<file path="src/rtl/mem_arbiter.sv">
// rtl/mem_arbiter.sv - two-requester single-port memory arbiter (optional MEM_ARB_FIXED_PRIO_EN: requester 0 always wins contention)
module mem_arbiter #(
  parameter int LOCATIONS = 16,
  parameter int LOC_SIZE  = 8,
  localparam int AW       = $clog2(LOCATIONS)
) (
  input  logic                clk,
  input  logic                reset,
  input  logic                req0_valid,
  input  logic                req0_op,
  input  logic [AW-1:0]       req0_addr,
  input  logic [LOC_SIZE-1:0] req0_wdata,
  output logic                req0_ready,
  input  logic                req1_valid,
  input  logic                req1_op,
  input  logic [AW-1:0]       req1_addr,
  input  logic [LOC_SIZE-1:0] req1_wdata,
  output logic                req1_ready,
  output logic                rsp0_valid,
  output logic [LOC_SIZE-1:0] rsp0_rdata,
  output logic                rsp1_valid,
  output logic [LOC_SIZE-1:0] rsp1_rdata,
  output logic                mem_reset,
  output logic                mem_op,
  output logic [AW-1:0]       mem_addr,
  output logic [LOC_SIZE-1:0] mem_data_in,
  input  logic [LOC_SIZE-1:0] mem_data_out
);

  typedef enum logic [1:0] {S_IDLE, S_ACCESS, S_CAPTURE, S_RESP} state_t;

  state_t              state_q, state_d;
  logic                op_q, op_d;
  logic [AW-1:0]       addr_q, addr_d;
  logic [LOC_SIZE-1:0] wdata_q, wdata_d;
  logic                owner_q, owner_d;
  logic                last_q, last_d;
  logic [LOC_SIZE-1:0] rdata0_q, rdata0_d;
  logic [LOC_SIZE-1:0] rdata1_q, rdata1_d;
  logic                rsp0_valid_q, rsp0_valid_d;
  logic                rsp1_valid_q, rsp1_valid_d;
  logic                grant0, grant1;
  logic                in_access;

  // Pick the winner in IDLE; last_q == 1 means requester 0 is owed the next contended grant
  always_comb begin
    grant0 = 1'b0;
    grant1 = 1'b0;
    if (state_q == S_IDLE && !reset) begin
      if (req0_valid && req1_valid) begin
`ifdef MEM_ARB_FIXED_PRIO_EN
        grant0 = 1'b1;
`else
        grant0 = last_q;
        grant1 = ~last_q;
`endif
      end else begin
        grant0 = req0_valid;
        grant1 = req1_valid;
      end
    end
  end

  // Transaction sequencing: latch on grant, drive memory, capture read data, pulse response
  always_comb begin
    state_d      = state_q;
    op_d         = op_q;
    addr_d       = addr_q;
    wdata_d      = wdata_q;
    owner_d      = owner_q;
    last_d       = last_q;
    rdata0_d     = rdata0_q;
    rdata1_d     = rdata1_q;
    rsp0_valid_d = 1'b0;
    rsp1_valid_d = 1'b0;
    case (state_q)
      S_IDLE: begin
        if (grant0 || grant1) begin
          op_d    = grant1 ? req1_op    : req0_op;
          addr_d  = grant1 ? req1_addr  : req0_addr;
          wdata_d = grant1 ? req1_wdata : req0_wdata;
          owner_d = grant1;
          last_d  = grant1;
          state_d = S_ACCESS;
        end
      end
      S_ACCESS: state_d = S_CAPTURE;
      S_CAPTURE: begin
        if (!op_q) begin
          if (owner_q) rdata1_d = mem_data_out;
          else         rdata0_d = mem_data_out;
        end
        rsp0_valid_d = ~owner_q;
        rsp1_valid_d = owner_q;
        state_d      = S_RESP;
      end
      S_RESP:  state_d = S_IDLE;
      default: state_d = S_IDLE;
    endcase
  end

  // State and datapath registers; reset abandons any in-flight transaction
  always_ff @(posedge clk) begin
    if (reset) begin
      state_q      <= S_IDLE;
      op_q         <= 1'b0;
      addr_q       <= '0;
      wdata_q      <= '0;
      owner_q      <= 1'b0;
      last_q       <= 1'b1;
      rdata0_q     <= '0;
      rdata1_q     <= '0;
      rsp0_valid_q <= 1'b0;
      rsp1_valid_q <= 1'b0;
    end else begin
      state_q      <= state_d;
      op_q         <= op_d;
      addr_q       <= addr_d;
      wdata_q      <= wdata_d;
      owner_q      <= owner_d;
      last_q       <= last_d;
      rdata0_q     <= rdata0_d;
      rdata1_q     <= rdata1_d;
      rsp0_valid_q <= rsp0_valid_d;
      rsp1_valid_q <= rsp1_valid_d;
    end
  end

  // Memory port idles as a read of word 0 outside ACCESS and while reset is high
  always_comb begin
    in_access   = (state_q == S_ACCESS) && !reset;
    mem_reset   = reset;
    mem_op      = in_access & op_q;
    mem_addr    = in_access ? addr_q  : '0;
    mem_data_in = in_access ? wdata_q : '0;
    req0_ready  = grant0;
    req1_ready  = grant1;
    rsp0_valid  = rsp0_valid_q;
    rsp1_valid  = rsp1_valid_q;
    rsp0_rdata  = rdata0_q;
    rsp1_rdata  = rdata1_q;
  end

endmodule

</file>
<file path="config.mk">
export PLATFORM = sky130hd
export DESIGN_NAME = mem_arbiter
export DESIGN_NICKNAME = d
export VERILOG_FILES = /design/src/rtl/mem_arbiter.sv
export SDC_FILE = /design/constraint.sdc
export NUM_CORES = 1
export LEC_CHECK = 0
export BUFFER_PORTS_ARGS = -buffer_cell sky130_fd_sc_hd__buf_4
export CAP_MARGIN = 20
export CORE_ASPECT_RATIO = 0.6
export CORE_MARGIN = 4
export CORE_UTILIZATION = 40
export DETAILED_ROUTE_END_ITERATION = 12
export HOLD_SLACK_MARGIN = 0.02
export PLACE_DENSITY = 0.8
export REMOVE_ABC_BUFFERS = 1
export SLEW_MARGIN = 30
export SYNTH_ARGS = -nofsm -noshare
export SYNTH_HDL_FRONTEND = slang
export SYNTH_SLANG_ARGS = --single-unit
export TNS_END_PERCENT = 50
</file>
<file path="constraint.sdc">
create_clock -name clk -period 1.3 [get_ports clk]
set_input_delay 0.325 -clock clk [delete_from_list [all_inputs] [get_ports clk]]
set_output_delay 0.325 -clock clk [all_outputs]
set_load 0.05 [all_outputs]
</file>
==> impl_metrics.csv <==
group,metric,value,unit
run_status,status,"finished, violations left",
run_status,failed_checks,"negative setup slack",
cts,clockBufferDepth,2,
grt,grt_pass1_wl,8.749,mm
sta,fmax,0.5632,GHz
sta,worstMarginPinSlew,256.3,ps
sta,rsz0062_at_grt,"yes",
synth,synthTopCellsByCount,"dfxtp_1 (35), nor2_1 (18), mux2i_1 (17)",
power_and_ir_drop,p_seq_share,29.6,%
worst_setup_path,worstPathRequired,980,ps
cts,cts_num_sinks,35,
routing,finalWirelength,5.874,mm
synth,synthTopCellsByArea,"dfxtp_1 (43%), mux2i_1 (10%), a31oi_1 (5.3%), and2_1 (5.3%), nand4_1 (4.9%)",
synth,yosysMostFrequentCell,"dfxtp_1",
routing,wl_per_cell,18.71,um
synth,ys.flop_type,"dfxtp_1",
sta,fin_setup_tns,-13270,ps
sta,hold_viol_final,0,
cts,h-tree-depth,2,
synth,ys_ff_latch,35,
floorplan,die_w,90.77,um
floorplan,core_area,0.003807,mm^2
worst_setup_path,cp_max_fo,7,
hold_path,hold_path.class,"in2reg",
sta,fin_worst_skew,6.413,ps
grt,grt_util_met1,26.25,%
job,max-cap-violations,0,
routing,drt_pre_antenna_iters,4,
synth,avgSynthCellArea,9.289,um^2
synth,synthCells,177,
worst_setup_path,critPathKind,"reg2out",
routing,vias_per_cell,5.570,
routing,drt_iter0_drc,116,
grt,grt_pass1_vias,1745,
cts,cts_buffers,5,
power_and_ir_drop,p_int,2.907,mW
sta,slew_violations,0,
sta,worst_hold_slack,286.2,ps
sta,timing.final.crit_share,136.6,%
floorplan,initial_core_util,43.18,%
grt,antenna_found_initial,0,
placement,port-buffer-count,71,
worst_setup_path,start_kind,"register",
floorplan,io_pins,72,
grt,grt_usage,21.16,%
power_and_ir_drop,pwr-share-clk,17.0,%
sta,maxSlewHeadroom,82.81,%
layout,syn_to_final_growth,71.31,%
power_and_ir_drop,vdd_drop_max,1.131,mV
synth,async_flop_share,0,%
synth,synth.distinct_cells,30,
layout,insertedDiodeCount,0,
power_and_ir_drop,p_sw,1.780,mW
sta,setup-violations-final,49,
grt,grt_max_degree,21,
power_and_ir_drop,pwr-share-comb,53.4,%
routing,drc,0,
synth,syn-cell-area,0.001644,mm^2
sta,layout_setup_ws,-475.6,ps
synth,yosys_warnings,0,
grt,grt_overflow,0,
power_and_ir_drop,p_leak,1.236,nW
routing,ant_nets,0,
power_and_ir_drop,p_total,4.687,mW
placement,place.gp.congestion,0.8168,
cts,cts_tree,"yes",
cts,clk_pin_slew,70,ps
synth,synth_area_leader_cell,"dfxtp_1",
cts,cts_hold_buffers,0,
worst_setup_path,setup.worst_path.end_class,"output port",
synth,netlist.area_leader.share,42.62,%
grt,use_met2,36.56,%
grt,grt_most_used_layer,"met2",
floorplan,rows,17,
cts,root_buffer,"clkbuf_8",
layout,drive_gt1_share,54.31,%
synth,synth-edff-count,0,
floorplan,die_h,57.66,um
power_and_ir_drop,power_density,1664,mW/mm^2
power_and_ir_drop,netSwitchingFraction,37.99,%
floorplan,die_area,0.005234,mm^2
sta,period_needed,1776,ps
layout,nets,308,
worst_setup_path,crit_arrival,1450,ps
grt,grt_util_met3,5.707,%
cts,clk_latency,290,ps
synth,ys_seq_area_share,42.62,%
placement,dp_hpwl,3.297,mm
routing,vias,1749,
state kept, by name, indices dropped and copies added (netlist names):
register,count
rsp0_valid,1
rsp1_valid,1
last_q,1
addr_q,4
rsp1_rdata,8
owner_q,1
op_q,1
wdata_q,8
rsp0_rdata,8
state_q,2
what timing repair did:
item / CTS / global route
buffers inserted: 2 / 7
pin swaps: 23 / 11
resized for setup: 73 / 10
endpoints found under the setup margin: 43 / 49
cloned: 4 / 0
cells in the final DEF, fill, tap and decap left out, types with 2 or more instances in the layout:
cell type	synthesis	final
a31oi_1	14	13
and2_4	0	14
buf_12	0	4
buf_16	0	2
buf_4	4	70
buf_6	5	6
buf_8	0	15
clkbuf_8	0	5
clkinvlp_4	0	2
dfxtp_1	35	33
ha_4	0	2
inv_2	0	2
mux2i_1	17	17
nand3_1	13	7
nand3_2	0	6
nand4_1	13	13
nor2_1	18	18
nor2b_4	1	3
nor3b_4	0	2
o21ai_0	11	11
o21ai_1	2	2
layout make-up:
type                            instances  area, um^2
Sequential cell                        35       705.7
Clock inverter                          3       20.02
Inverter                                2       7.507
Timing Repair Buffer                   98       985.9
Tap cell                               47       58.81
Clock buffer                            5       68.82
Fill cell                             277       991.0
Multi-Input combinational cell        124       969.7
cells by family after synthesis:
kind of cell / after synthesis / synth area share, %
flops: 35 / 42.62
fa+ha+maj: 4 / 3.044
simple gates: 71 / 24.58
mux: 17 / 10.35
compound gates: 31 / 11.64
buf+inv: 19 / 7.762
final timing paths:
check / from / to / slack, ps / cells past startpoint
worst max-delay path: state_q[1] / mem_data_in[6] / -480 / 5
worst min-delay path: mem_data_out[3] / rsp0_rdata[3] / 290 / 3
worst max register to register: state_q[1] / op_q / -300 / 9
worst min register to register: rsp0_rdata[3] / rsp0_rdata[3] / 500 / 2
power groups by stage:
stage / logic [mW] / clock network, mW / registers [mW]
after floorplan: 0.731 / 0 / 1.56
after global placement: 1.56 / 0 / 1.36
after detailed placement: 1.60 / 0 / 1.37
after CTS: 2.25 / 0.793 / 1.37
after global routing: 2.61 / 0.849 / 1.41
final: 2.50 / 0.796 / 1.39
critical path, stage by stage, from the launching register on:
cell     delay, ps
dfxtp_2        330
inv_2           70
ha_4           150
nor2b_4        270
and2_4         210
buf_8          140
metrics by stage:
stage                     util (%)  area [um^2]  instances  worst slack, ps
after floorplan                  -         1524        160           -657.9
after global placement       59.71         2273        295           -455.9
after detailed placement     59.71         2273        295           -554.8
after CTS                    71.77         2733        309           -453.0
after global routing         73.97         2816        314           -524.1
final                        73.97         2816        314           -475.6
metal layers:
| metal | wire, um | share of wire [%] |
|---|---|---|
| met1 | 2483 | 42 |
| met2 | 2828 | 48 |
| met3 | 444 | 7.6 |
| met4 | 118 | 2.0 |
| met5 | 0 | 0 |
Power figures use the tool's default switching activity.
